<file path="config.mk">
export PLATFORM = sky130hd
export DESIGN_NAME = tone_generator
export DESIGN_NICKNAME = d
export VERILOG_FILES = /design/src/rtl/tone_generator.sv
export SDC_FILE = /design/constraint.sdc
export NUM_CORES = 1
export LEC_CHECK = 0
export CORE_UTILIZATION = 59
export CTS_CLUSTER_DIAMETER = 80
export CTS_CLUSTER_SIZE = 25
export DETAILED_ROUTE_END_ITERATION = 8
export DONT_BUFFER_PORTS = 1
export GPL_TIMING_DRIVEN = 0
export PLACE_DENSITY = 0.75
export SYNTH_ARGS = -nofsm -noshare
export SYNTH_HDL_FRONTEND = slang
export SYNTH_SLANG_ARGS = --single-unit
</file>
<file path="constraint.sdc">
create_clock -name clk -period 3.76 [get_ports clk]
set_input_delay 0.752 -clock clk [delete_from_list [all_inputs] [get_ports clk]]
set_output_delay 0.752 -clock clk [all_outputs]
set_load 0.03 [all_outputs]
</file>
<file path="src/rtl/tone_generator.sv">
`default_nettype none
// ============================================================================
// Module   : tone_generator
// Purpose  : Square-wave speaker driver; tone changes land on half-period
//            boundaries and a released note sustains, then ends low.
// Revision : 1.0
// ============================================================================
module tone_generator #(
    parameter int INPUT          = 50000000,
    parameter int WIDTH          = $clog2(INPUT / 131 / 2 - 1),
    parameter int SUSTAIN_CYCLES = INPUT / 4,
    parameter int SWIDTH         = (SUSTAIN_CYCLES > 0) ? $clog2(SUSTAIN_CYCLES + 1) : 1
) (
    input  logic             clk,
    input  logic             rst_n,
    input  logic             key_on,
    input  logic [WIDTH-1:0] tone,
    output logic             speaker,
    output logic             playing
);

    typedef enum logic [1:0] {
        IDLE     = 2'd0,
        PLAY     = 2'd1,
        SUSTAIN  = 2'd2,
        STOPPING = 2'd3
    } state_t;

    localparam bit                c_has_sustain = (SUSTAIN_CYCLES > 0);
    localparam logic [SWIDTH-1:0] c_sus_last    = SWIDTH'(c_has_sustain ? SUSTAIN_CYCLES - 1 : 0);

    state_t              state_q, state_d;
    logic [WIDTH-1:0]    cnt_q, cnt_d;
    logic [WIDTH-1:0]    cur_tone_q, cur_tone_d;
    logic [SWIDTH-1:0]   sus_cnt_q, sus_cnt_d;
    logic                speaker_q, speaker_d;
    logic                w_tp;
    logic                w_expire;

    assign w_tp    = (state_q != IDLE) && (cnt_q == cur_tone_q);
    assign speaker = speaker_q;
    assign playing = (state_q != IDLE);

    always_comb begin
        state_d    = state_q;
        cnt_d      = cnt_q;
        cur_tone_d = cur_tone_q;
        sus_cnt_d  = sus_cnt_q;
        speaker_d  = speaker_q;
        w_expire   = 1'b0;

        if (state_q != IDLE) begin
            if (w_tp) begin
                cnt_d     = '0;
                speaker_d = ~speaker_q;
            end else begin
                cnt_d = cnt_q + WIDTH'(1);
            end
        end

        case (state_q)
            IDLE: begin
                cnt_d     = '0;
                speaker_d = 1'b0;
                // A zero count would toggle at clk/2, so it never starts a note
                if (key_on && (tone != '0)) begin
                    cur_tone_d = tone;
                    speaker_d  = 1'b1;
                    state_d    = PLAY;
                end
            end
            PLAY: begin
                if (w_tp && (tone != '0)) begin
                    cur_tone_d = tone;
                end
                if (!key_on) begin
                    if (c_has_sustain) begin
                        state_d   = SUSTAIN;
                        sus_cnt_d = '0;
                    end else begin
                        w_expire = 1'b1;
                    end
                end
            end
            SUSTAIN: begin
                if (key_on) begin
                    state_d   = PLAY;
                    sus_cnt_d = '0;
                end else if (sus_cnt_q == c_sus_last) begin
                    w_expire = 1'b1;
                end else begin
                    sus_cnt_d = sus_cnt_q + SWIDTH'(1);
                end
            end
            STOPPING: begin
                if (key_on) begin
                    state_d = PLAY;
                end else if (w_tp) begin
                    state_d   = IDLE;
                    cnt_d     = '0;
                    speaker_d = 1'b0;
                end
            end
            default: state_d = IDLE;
        endcase

        // Stop now if already low (or the high half ends this very cycle);
        // otherwise let the running high half finish first.
        if (w_expire) begin
            if (!speaker_q || w_tp) begin
                state_d   = IDLE;
                cnt_d     = '0;
                speaker_d = 1'b0;
            end else begin
                state_d = STOPPING;
            end
        end
    end

    always_ff @(posedge clk or negedge rst_n) begin
        if (!rst_n) begin
            state_q    <= IDLE;
            cnt_q      <= '0;
            cur_tone_q <= '0;
            sus_cnt_q  <= '0;
            speaker_q  <= 1'b0;
        end else begin
            state_q    <= state_d;
            cnt_q      <= cnt_d;
            cur_tone_q <= cur_tone_d;
            sus_cnt_q  <= sus_cnt_d;
            speaker_q  <= speaker_d;
        end
    end

endmodule
`default_nettype wire

</file>
==> results of run 1 <==
-- kinds of logic after synthesis --
kind of cell	Yosys count	share of synthesized area, %
adders and majority gates	7	2.58
and+or+nand+nor	137	20.8
xor gates and xnor gates	39	10.1
buffers and inverters	22	2.66
AOI/OAI and AO/OA	61	10.8
DFF	63	46.5
muxes	20	6.64
-- flip-flops by register name (all words and copies together), names as in the netlist --
signal      count
cnt_q          18
cur_tone_q     18
speaker         1
state_q         2
sus_cnt_q      24
-- per-layer routing --
| layer | routed length (um) | vias up |
|---|---|---|
| li1 | - | 1273 |
| met1 | 3170 | 1289 |
| met2 | 3570 | 64 |
| met3 | 297 | 13 |
| met4 | 178 | 0 |
| met5 | 0 | - |
-- worst max-delay path: stages, from the launching register on --
cell	delay, ns
sky130_fd_sc_hd__dfrtp_1	0.40
sky130_fd_sc_hd__inv_1	0.08
sky130_fd_sc_hd__ha_1	0.30
sky130_fd_sc_hd__nor4_1	0.30
sky130_fd_sc_hd__nand4_1	0.12
sky130_fd_sc_hd__or4_1	0.40
sky130_fd_sc_hd__clkbuf_1	0.20
sky130_fd_sc_hd__a221o_1	0.37
sky130_fd_sc_hd__buf_2	0.19
sky130_fd_sc_hd__buf_2	0.23
sky130_fd_sc_hd__mux2_2	0.30
-- report_power, final --
| part | switching, uW | total, uW | internal, uW |
|---|---|---|---|
| combinational | 448 | 833 | 384 |
| sequential | 125 | 945 | 820 |
| clock | 272 | 525 | 253 |
| total | 845 | 2300 | 1460 |
-- cell usage after synthesis, drive strengths merged --
| master | count |
|---|---|
| a31oi | 7 |
| nor2 | 34 |
| and2 | 3 |
| clkbuf | 8 |
| nor2b | 3 |
| and4b | 1 |
| or3 | 1 |
| dfrtp | 63 |
| inv | 10 |
| o41ai | 1 |
| or3b | 1 |
| nand2 | 27 |
| or4 | 4 |
| ha | 7 |
| o22ai | 1 |
| nor4 | 13 |
| or2 | 1 |
| o21ai | 32 |
| nand2b | 4 |
| or4b | 1 |
| nand4 | 10 |
| o21a | 1 |
| and4 | 3 |
| o31ai | 6 |
| xnor2 | 13 |
| buf | 4 |
| and3 | 6 |
| a311o | 1 |
| mux2 | 20 |
| o311a | 2 |
| a22o | 1 |
| a221o | 1 |
| nand3 | 17 |
| xor2 | 26 |
| nor3 | 8 |
| a21oi | 8 |
-- layout make-up --
cell class / instances / share of cell area [%]
multi-input cells: 264 / 47.2
flip-flops and latches: 63 / 43.1
clock buffers: 10 / 3.76
well taps: 72 / 2.46
plain buffers: 12 / 1.44
inverters: 10 / 1.03
clock inverters: 6 / 0.992
-- stage by stage --
stage / area [sq um] / power [uW] / hold WS (ns)
2_1_floorplan: 3390 / 1590 / 0.441
3_3_place_gp: 3480 / 1760 / 0.458
3_5_place_dp: 3480 / 1790 / 0.458
4_1_cts: 3660 / 2320 / 0.0770
5_1_grt: 3660 / 2440 / 0.0783
6_report: 3660 / 2300 / 0.0986
-- path summary, 6_finish.rpt --
kind                          startpoint             end  slack [ns]  depth (start not counted)
max                           state_q[0]  cur_tone_q[13]        0.74                         10
min                                rst_n   sus_cnt_q[23]         0.1                          0
max reg2reg                   state_q[0]  cur_tone_q[13]        0.74                         10
min reg2reg                sus_cnt_q[23]   sus_cnt_q[23]        0.49                          1
max in group asynchronous          rst_n  cur_tone_q[13]        3.55                          0
min in group clk           sus_cnt_q[23]   sus_cnt_q[23]        0.49                          1
==> results.txt, run 1 <==
----------------------------------------------------
[Drt]
  Sum of routed wire length over all layers ... ~7200 um
  Number of vias per cell ... 6.04
  DR WL/cell ... 16.5 um
  Vias ... 2639
  Detailed router's first-iteration violation count ... 149
  Count of nets left with antenna violations after detail routing ... 0
  Drt first pass iters ... 4
  Post-detailed-route DRC marker count ... 0

[Floorplan]
  Initial cell density of the core ... 61.2%
  Die extent in y ... between 70 and 80 um
  DIE AREA ... ~6100 sq um
  Top-level I/O count ... 23
  Die boundary width ... 77.8 um
  Core region area ... 5540 sq um
  Standard-cell rows ... 27

[Clock network]
  Number of buffers added by the clock tree synthesis step ... 9
  Max Buffers Root-to-Sink ... 2
  Worst-Skew Late Latency ... roughly 0.35 ns
  Number of buffers inserted by post-CTS setup repair ... 0
  Cell chosen for the clock root ... sky130_fd_sc_hd__clkbuf_8
  CTS H-tree lvls ... 3
  Number of buffers added to fix hold violations after cts ... 0
  Quantity of gates resized following cts ... 0
  Clock-pin slew on the worst setup and hold paths ... 0.08 ns
  Clock tree from TritonCTS ... yes
  CTS sink cnt ... 63

[Place]
  Port Buffer Count ... 0
  Final RePlAce weighted congestion ... 0.876
  Number of cells after detailed placement ... 421
  Worst setup slack after placement ... 0.652 ns
  Hpwl dp ... about 5200 um

[Timing]
  Final setup violation count ... 0
  Worst-case setup margin in the final layout ... between 0.7 and 0.8 ns
  Max-slew violation count ... 0
  Final Hold Violating Endpoints ... 0
  RSZ-0062 raised after global routing ... no
  Worst Clk Skew ... around 0.012 ns
  Final setup TNS ... 0 ns
  Worst Tran Pin Value ... 0.924 ns
  Time the final worst path needs with I/O delays and setup ... between 3 and 4 ns
  Crit share post-route ... 80.4%
  Peak Freq ... about 330 MHz
  Max_slew headroom ... 37.8%

[Yosys]
  Post-Synthesis Net Count ... 377
  Avg Inst Size Synth ... ~9.7 sq um
  Yosys warning count ... 0
  Sequential element share of the synthesized area ... about 46%
  Leading cell types by total area after synthesis ... sky130_fd_sc_hd__dfrtp_1 46%, sky130_fd_sc_hd__xor2_1 6.7%, sky130_fd_sc_hd__mux2_2 6.6%, sky130_fd_sc_hd__o21ai_0 4.7%, sky130_fd_sc_hd__nor2_1 3.8%
  Number of different library cells in the post-synthesis netlist ... 39
  Yosys top cell area share ... ~46%
  Synth Cell Area ... 3390 sq um
  Library cell occupying the most area in the post-synthesis netlist ... sky130_fd_sc_hd__dfrtp_1
  Synthesized instance count ... 349
  FF+latch count, synth ... 63

[Cells and area]
  Top library cells by usage in the layout, fill and taps aside ... 63 x sky130_fd_sc_hd__dfrtp_1, 34 x sky130_fd_sc_hd__nor2_1, 32 x sky130_fd_sc_hd__o21ai_0
  Multi-input gate area in the final layout ... 1730 sq um
  Fraction of the core area covered by cells at the end of the flow ... approximately 66%
  Layout cell share with drive strength beyond 1 ... 12.3%
  Fin nets ... 388
  Area added between synthesis and finish ... 7.78%
  Non-filler instance count after layout ... between 400 and 500
  Filler cell count ... between 400 and 500
  Antenna diode count ... 0
  Area taken by flip-flops and latches ... 1580 sq um
  Commonest non-fill, non-tap cell in the layout ... sky130_fd_sc_hd__dfrtp_1

[GRT]
  Number of global-route vias before repair ... 2527
  Sum of overflow across all layers after global routing ... 0
  Initial antenna violation count ... 0
  Grt met2 use ... about 43%
  Pin count of the biggest net entering global routing ... between 60 and 70
  Global-route track usage on met1 ... 31.9%
  Met3 track demand over resource ... under 10%
  Global-route wire length before repair ... 11900 um
  Busiest layer in global routing ... met2
  All-layer global routing usage ... 26.0%

[Pwr]
  Static Leak ... 0.00157 uW
  Peak supply drop ... 0.000346 V
  Total power per unit cell area ... 630 nW/um^2

[Critical path]
  Worst setup path category ... reg2reg
  Critical path startpoint category ... register
  Critical path data required time ... 3.98 ns
  Arrival time at the worst endpoint ... 3.24 ns
  Worst setup EP type ... register
  Highest fanout seen on the critical path ... 10

[Worst hold path]
  Worst hold-check path type ... in2async

[Job]
  Count of max-cap constraint violations ... 0

[Run status]
  Status ... finished, final reports clean

----------------------------------------------------
Note: power is estimated with default switching activity, not from simulation.
==> run 2: changes to the inputs <==
Clock period 3.76 ns to 2.9 ns, I/O delays scaled along.
==> run 2 against run 1 <==
Effect of this change:
- first-iteration DRC count increased by 14%
- global-route usage increased by 0.61 points
- hold slack got worse by 0.0076 ns
- register-to-register slack got worse by 0.72 ns
- combinational power increased by 43%
- sequential power increased by 30%
- count of clock-buffer cells in the layout unchanged
- fmax increased by 4.9%
- cell area increased by 2.3%
- total power increased by 34%
==> results.txt, run 2 (synthesis results as in run 1) <==
----------------------------------------------------
[GRT]
  Pin count of the biggest net entering global routing ... 64
  Busiest layer in global routing ... met2
  Initial antenna violation count ... 0
  Grt met2 use ... 43.5%
  Sum of overflow across all layers after global routing ... 0
  Met3 track demand over resource ... 5.88%
  Number of global-route vias before repair ... approximately 2.6k
  All-layer global routing usage ... a little over a quarter
  Global-route wire length before repair ... about 12000 um
  Global-route track usage on met1 ... between 30% and 40%

[Cells and area]
  Filler cell count ... 450
  Post-route cell area ... 3740 sq um
  Max reg flops ... 24
  Top Registers ... sus_cnt_q (24), cnt_q (18), cur_tone_q (18)
  Fin nets ... 389
  Non-filler instance count after layout ... 438
  Fraction of the core area covered by cells at the end of the flow ... 67.5%
  Layout cell share with drive strength beyond 1 ... 15.6%
  Top library cells by usage in the layout, fill and taps aside ... 62 x sky130_fd_sc_hd__dfrtp_1, 34 x sky130_fd_sc_hd__nor2_1, 32 x sky130_fd_sc_hd__o21ai_0
  Register with the highest flop count ... sus_cnt_q
  Area added between synthesis and finish ... 10.3%
  Antenna diode count ... 0
  Commonest non-fill, non-tap cell in the layout ... sky130_fd_sc_hd__dfrtp_1

[Floorplan]
  Die boundary width ... 77.8 um
  Core region area ... 5540 sq um
  DIE AREA ... 6060 sq um
  Standard-cell rows ... 27
  Die extent in y ... 77.8 um
  Initial cell density of the core ... 61.2%
  Top-level I/O count ... 23

[Place]
  Final RePlAce weighted congestion ... around 0.9
  Hpwl dp ... approximately 5200 um
  Number of cells after detailed placement ... 421
  Port Buffer Count ... 0
  Cell area after placement ... ~3500 sq um

[Clock network]
  Worst-Skew Late Latency ... around 0.35 ns
  Clock-pin slew on the worst setup and hold paths ... 0.08 ns
  Cell chosen for the clock root ... sky130_fd_sc_hd__clkbuf_8
  Max Buffers Root-to-Sink ... 2
  CTS sink cnt ... 63
  CTS H-tree lvls ... 3
  Clock tree from TritonCTS ... yes
  Number of buffers added by the clock tree synthesis step ... 9

[Critical path]
  Arrival time at the worst endpoint ... 3.11 ns
  Count of cells along the worst register-to-register path ... 8
  Highest fanout seen on the critical path ... 4
  Slowest cell delay on critical path ... 0.45 ns
  Crit path max-delay cell type ... sky130_fd_sc_hd__or4_4
  Worst setup path category ... reg2reg
  CP cell instances ... inv_2 > ha_2 > or4b_1 > or4_4 > or3_4 > a311o_1 > a31oi_4 > mux2_4
  Worst setup EP type ... register
  Critical path data required time ... between 3 and 4 ns
  Critical path startpoint category ... register

[Run status]
  Status ... finished, final reports clean

[Timing]
  Hold Worst Slack ... ~0.091 ns
  Worst Clk Skew ... 0.0128 ns
  Max_slew headroom ... 39.1%
  Time the final worst path needs with I/O delays and setup ... 2.88 ns
  RSZ-0062 raised after global routing ... yes
  Worst Tran Pin Value ... 0.906 ns
  Peak Freq ... ~350 MHz
  Max-slew violation count ... 0
  Final Hold Violating Endpoints ... 0
  Final setup violation count ... 0
  Crit share post-route ... 99.4%

[Drt]
  Sum of routed wire length over all layers ... 7500 um
  Detailed router's first-iteration violation count ... 170
  Drt first pass iters ... 5
  Post-detailed-route DRC marker count ... 0
  Count of nets left with antenna violations after detail routing ... 0
  DR WL/cell ... 17.1 um
  Vias ... between 2k and 3k
  Number of vias per cell ... between 6 and 7

[Job]
  Count of max-cap constraint violations ... 0

[Worst hold path]
  Worst hold-check path type ... in2async

[Pwr]
  Static Leak ... 0.00160 uW
  Total power per unit cell area ... 827 nW/um^2
  Peak supply drop ... 0.000480 V

----------------------------------------------------
-- run 2: changes by cell type in the layout (fill, tap and decap cells not counted), sizes merged --
cell,delta
buf,+2
clkbuf,-1
-- run 2: stage by stage --
stage / setup WS, ns / TNS (ns) / total power (uW)
2_1_floorplan: 0.0784 / 0 / 2060
3_3_place_gp: -0.165 / -3.04 / 2290
3_5_place_dp: -0.121 / -2.24 / 2320
4_1_cts: 0.00400 / 0 / 3050
5_1_grt: -0.0685 / -0.332 / 3280
6_report: 0.0186 / 0 / 3090
-- run 2: worst max-delay path: cells and delay by family (launching register included) --
| kind | cells | cell delay (ns) |
|---|---|---|
| flip-flops | 1 | 0.41 |
| AO/OA/AOI/OAI | 2 | 0.51 |
| buffers and inverters | 1 | 0.08 |
| adder cells (fa/ha/maj) | 1 | 0.19 |
| multiplexers | 1 | 0.32 |
| AND/OR/NAND/NOR | 3 | 1.27 |
-- run 2: area by class of cell --
class	count	area (sq um)	share of cell area, %
Clock buffer	10	138	3.68
Inverter	10	37.5	1.00
Sequential cell	63	1580	42.2
Tap cell	72	90.1	2.41
Multi-Input combinational cell	264	1770	47.3
Timing Repair Buffer	3	42.5	1.14
Buffer	10	50.0	1.34
Clock inverter	6	36.3	0.970
-- run 2: per-layer routing --
layer | wire (um) | vias to the layer above
met2 | 3740 | 60
met3 | 326 | 19
met1 | 3200 | 1289
li1 | - | 1271
met5 | 0 | -
met4 | 238 | 0
-- run 2: worst paths after layout --
path | start | to | slack, ns
worst max-delay path | state_q[0] | state_q[1] | 0.02
worst min-delay path | rst_n | cnt_q[16] | 0.09
worst max register to register | state_q[0] | state_q[1] | 0.02
worst min register to register | sus_cnt_q[23] | sus_cnt_q[23] | 0.49
max in group asynchronous | rst_n | sus_cnt_q[8] | 2.52
min in group clk | tone[14] | cur_tone_q[14] | 0.37
-- run 2: what timing repair did --
item | 4_1_cts | 5_1_grt
pin swaps | 1 | 0
resized for setup | 4 | 12
setup buffers | 1 | 1
hold endpoints to repair | 63 | 0
hold buffers | 1 | 0
endpoints found under the setup margin | 22 | 31
-- run 2: where the power goes --
part	total, uW	switching, uW	leakage (uW)	internal [uW]
logic	1190	637	0.000685	552
registers	1230	162	0.000828	1060
clock network	680	352	0.0000918	328
==> run 3: changes to the inputs <==
Settings changed: CTS_CLUSTER_SIZE 25 to 24.
Clock period 2.9 ns to 2.7 ns, I/O delays scaled along.
==> run 3 against run 2 <==
Effect of this change:
- the run now ends with negative setup slack left
- sequential cell count stayed put
- via count up 4.5%
- non-clock buffer count grew 14
- critical path depth is 2 lower
- register-to-register slack got worse by 0.16 ns
- final cell count is 3.2% higher
- worst setup slack worse by 0.16 ns
- clock power grew 31%
- global-route usage fell by 0.35 points
- count of clock-buffer cells in the layout is the same
- routed wire length rose by 3.7%
==> results.txt, run 3 (synthesis results as in run 1) <==
----------------------------------------------------
[GRT]
  Global-route wire length before repair ... roughly 12000 um
  Initial antenna violation count ... 0
  All-layer global routing usage ... 26.3%
  Grt met2 use ... a little over two fifths
  Number of global-route vias before repair ... approximately 2.5k
  Pin count of the biggest net entering global routing ... 64
  Global-route track usage on met1 ... 32.9%
  Met3 track demand over resource ... 7.18%
  Busiest layer in global routing ... met2
  Sum of overflow across all layers after global routing ... 0

[Timing]
  Final setup violation count ... 22
  RSZ-0062 raised after global routing ... yes
  Peak Freq ... 353 MHz
  Worst-case setup margin in the final layout ... -0.136 ns
  Hold Worst Slack ... 0.0449 ns
  Worst Tran Pin Value ... around 0.61 ns
  Max-slew violation count ... 0
  Max_slew headroom ... 59.2%
  Worst Clk Skew ... 0.0137 ns
  Time the final worst path needs with I/O delays and setup ... 2.84 ns
  Crit share post-route ... 105%
  Final Hold Violating Endpoints ... 0

[Clock network]
  Number of buffers added by the clock tree synthesis step ... 9
  Clock-pin slew on the worst setup and hold paths ... approximately 0.070 ns
  Cell chosen for the clock root ... sky130_fd_sc_hd__clkbuf_8
  Max Buffers Root-to-Sink ... 2
  Worst-Skew Late Latency ... between 0.3 and 0.4 ns
  CTS sink cnt ... between 60 and 70
  Clock tree from TritonCTS ... yes
  CTS H-tree lvls ... 3

[Cells and area]
  Area added between synthesis and finish ... 17.7%
  Area taken by flip-flops and latches ... 1580 sq um
  Commonest non-fill, non-tap cell in the layout ... sky130_fd_sc_hd__dfrtp_1
  Max reg flops ... 24
  Filler cell count ... 404
  Fin nets ... 403
  Post-route cell area ... 3990 sq um
  Register with the highest flop count ... sus_cnt_q
  Layout cell share with drive strength beyond 1 ... between 20% and 30%
  Fraction of the core area covered by cells at the end of the flow ... 72.0%
  Multi-input gate area in the final layout ... 1840 sq um
  Top library cells by usage in the layout, fill and taps aside ... 60 x sky130_fd_sc_hd__dfrtp_1, 34 x sky130_fd_sc_hd__nor2_1, 32 x sky130_fd_sc_hd__o21ai_0
  Top Registers ... sus_cnt_q (24), cnt_q (18), cur_tone_q (18)
  Antenna diode count ... 0

[Place]
  Worst setup slack after placement ... -0.292 ns
  Port Buffer Count ... 0
  Cell area after placement ... 3490 sq um
  Hpwl dp ... ~5100 um
  Final RePlAce weighted congestion ... 0.874

[Drt]
  Detailed router's first-iteration violation count ... 170
  Number of vias per cell ... 6.10
  Post-detailed-route DRC marker count ... 0
  Count of nets left with antenna violations after detail routing ... 0
  DR WL/cell ... between 15 and 20 um
  Vias ... 2758
  Sum of routed wire length over all layers ... 7780 um
  Drt first pass iters ... 6

[Critical path]
  Cell type with the highest occurrence count on the critical path ... sky130_fd_sc_hd__or4_4
  Crit path max-delay cell type ... sky130_fd_sc_hd__or4_4
  Worst setup path category ... reg2reg
  Count of cells along the worst register-to-register path ... 6
  Arrival time at the worst endpoint ... approximately 3.1 ns
  Slowest cell delay on critical path ... 0.56 ns
  Buffers & Inverters on Critical Path ... 0
  WP depth ... 6
  CP cell instances ... or4_4 > or4_4 > or3_4 > a311o_1 > a31oi_4 > mux2_4
  Highest fanout seen on the critical path ... 4
  Critical path's top delay family ... simple AND/OR/NAND/NOR gates
  Critical path data required time ... a little under 3 ns
  Critical path startpoint category ... register
  Worst setup EP type ... register

[Floorplan]
  Standard-cell rows ... 27
  Die boundary width ... slightly below 80 um
  DIE AREA ... 6060 sq um
  Core region area ... approximately 5500 sq um
  Initial cell density of the core ... 61.2%
  Top-level I/O count ... 23
  Die extent in y ... 77.8 um

[Pwr]
  Static Leak ... about 0.0017 uW
  Peak supply drop ... just under 0.0008 V
  Total power per unit cell area ... between 900 and 1000 nW/um^2
  Total power draw ... 3720 uW

[Run status]
  Status ... complete, but fails checks
  Violated checks ... negative setup slack

[Job]
  Count of max-cap constraint violations ... 0

[Worst hold path]
  Worst hold-check path type ... in2async

----------------------------------------------------
run 3: changes by cell type in the layout (fill, tap and decap cells not counted), sizes merged:
cell,delta
inv,+1
clkbuf,-1
buf,+15
clkinvlp,-1
bufinv,+2
clkinv,-2
run 3: timing repair:
item | 4_1_cts | 5_1_grt
endpoints found under the hold margin | 63 | 0
hold buffers | 1 | 0
cloned | 0 | 0
resized for setup | 13 | 26
endpoints found under the setup margin | 48 | 46
pin swaps | 1 | 2
setup buffers | 8 | 7
run 3: final cells by class:
class                   count  share of cell area (%)
multi-input cells         264                    46.1
flip-flops and latches     63                    39.6
repair buffers             16                    3.61
clock buffers              10                    3.20
well taps                  72                    2.26
plain buffers              11                    2.23
clock inverters             6                    2.10
inverters                  10                   0.940
run 3: stage by stage:
step | TNS (ns) | instances
after floorplan | -0.214 | 349
after global placement | -8.00 | 421
after detailed placement | -7.50 | 421
after CTS | -1.61 | 446
after global routing | -2.71 | 452
final | -0.988 | 452
run 3: layer usage:
layer,vias up,routed length [um]
li1,1305,-
met1,1352,3340
met2,87,3940
met3,14,375
met4,0,128
met5,-,0
run 3: path summary, 6_finish.rpt:
| check | startpoint | to | slack (ns) |
|---|---|---|---|
| max reg2reg | sus_cnt_q[9] | state_q[1] | -0.14 |
| max in group asynchronous | rst_n | cnt_q[7] | 2.35 |
| min in group clk | tone[12] | cur_tone_q[12] | 0.34 |
| min | rst_n | cur_tone_q[0] | 0.04 |
| max | sus_cnt_q[9] | state_q[1] | -0.14 |
| min reg2reg | sus_cnt_q[23] | sus_cnt_q[23] | 0.48 |
run 3: where the power goes:
| part | total (uW) | leakage, uW | switching, uW | internal (uW) |
|---|---|---|---|---|
| sequential | 1310 | 0.000824 | 172 | 1140 |
| combinational | 1520 | 0.000774 | 777 | 743 |
| clock | 890 | 0.000110 | 372 | 518 |
| total | 3720 | 0.00171 | 1320 | 2400 |
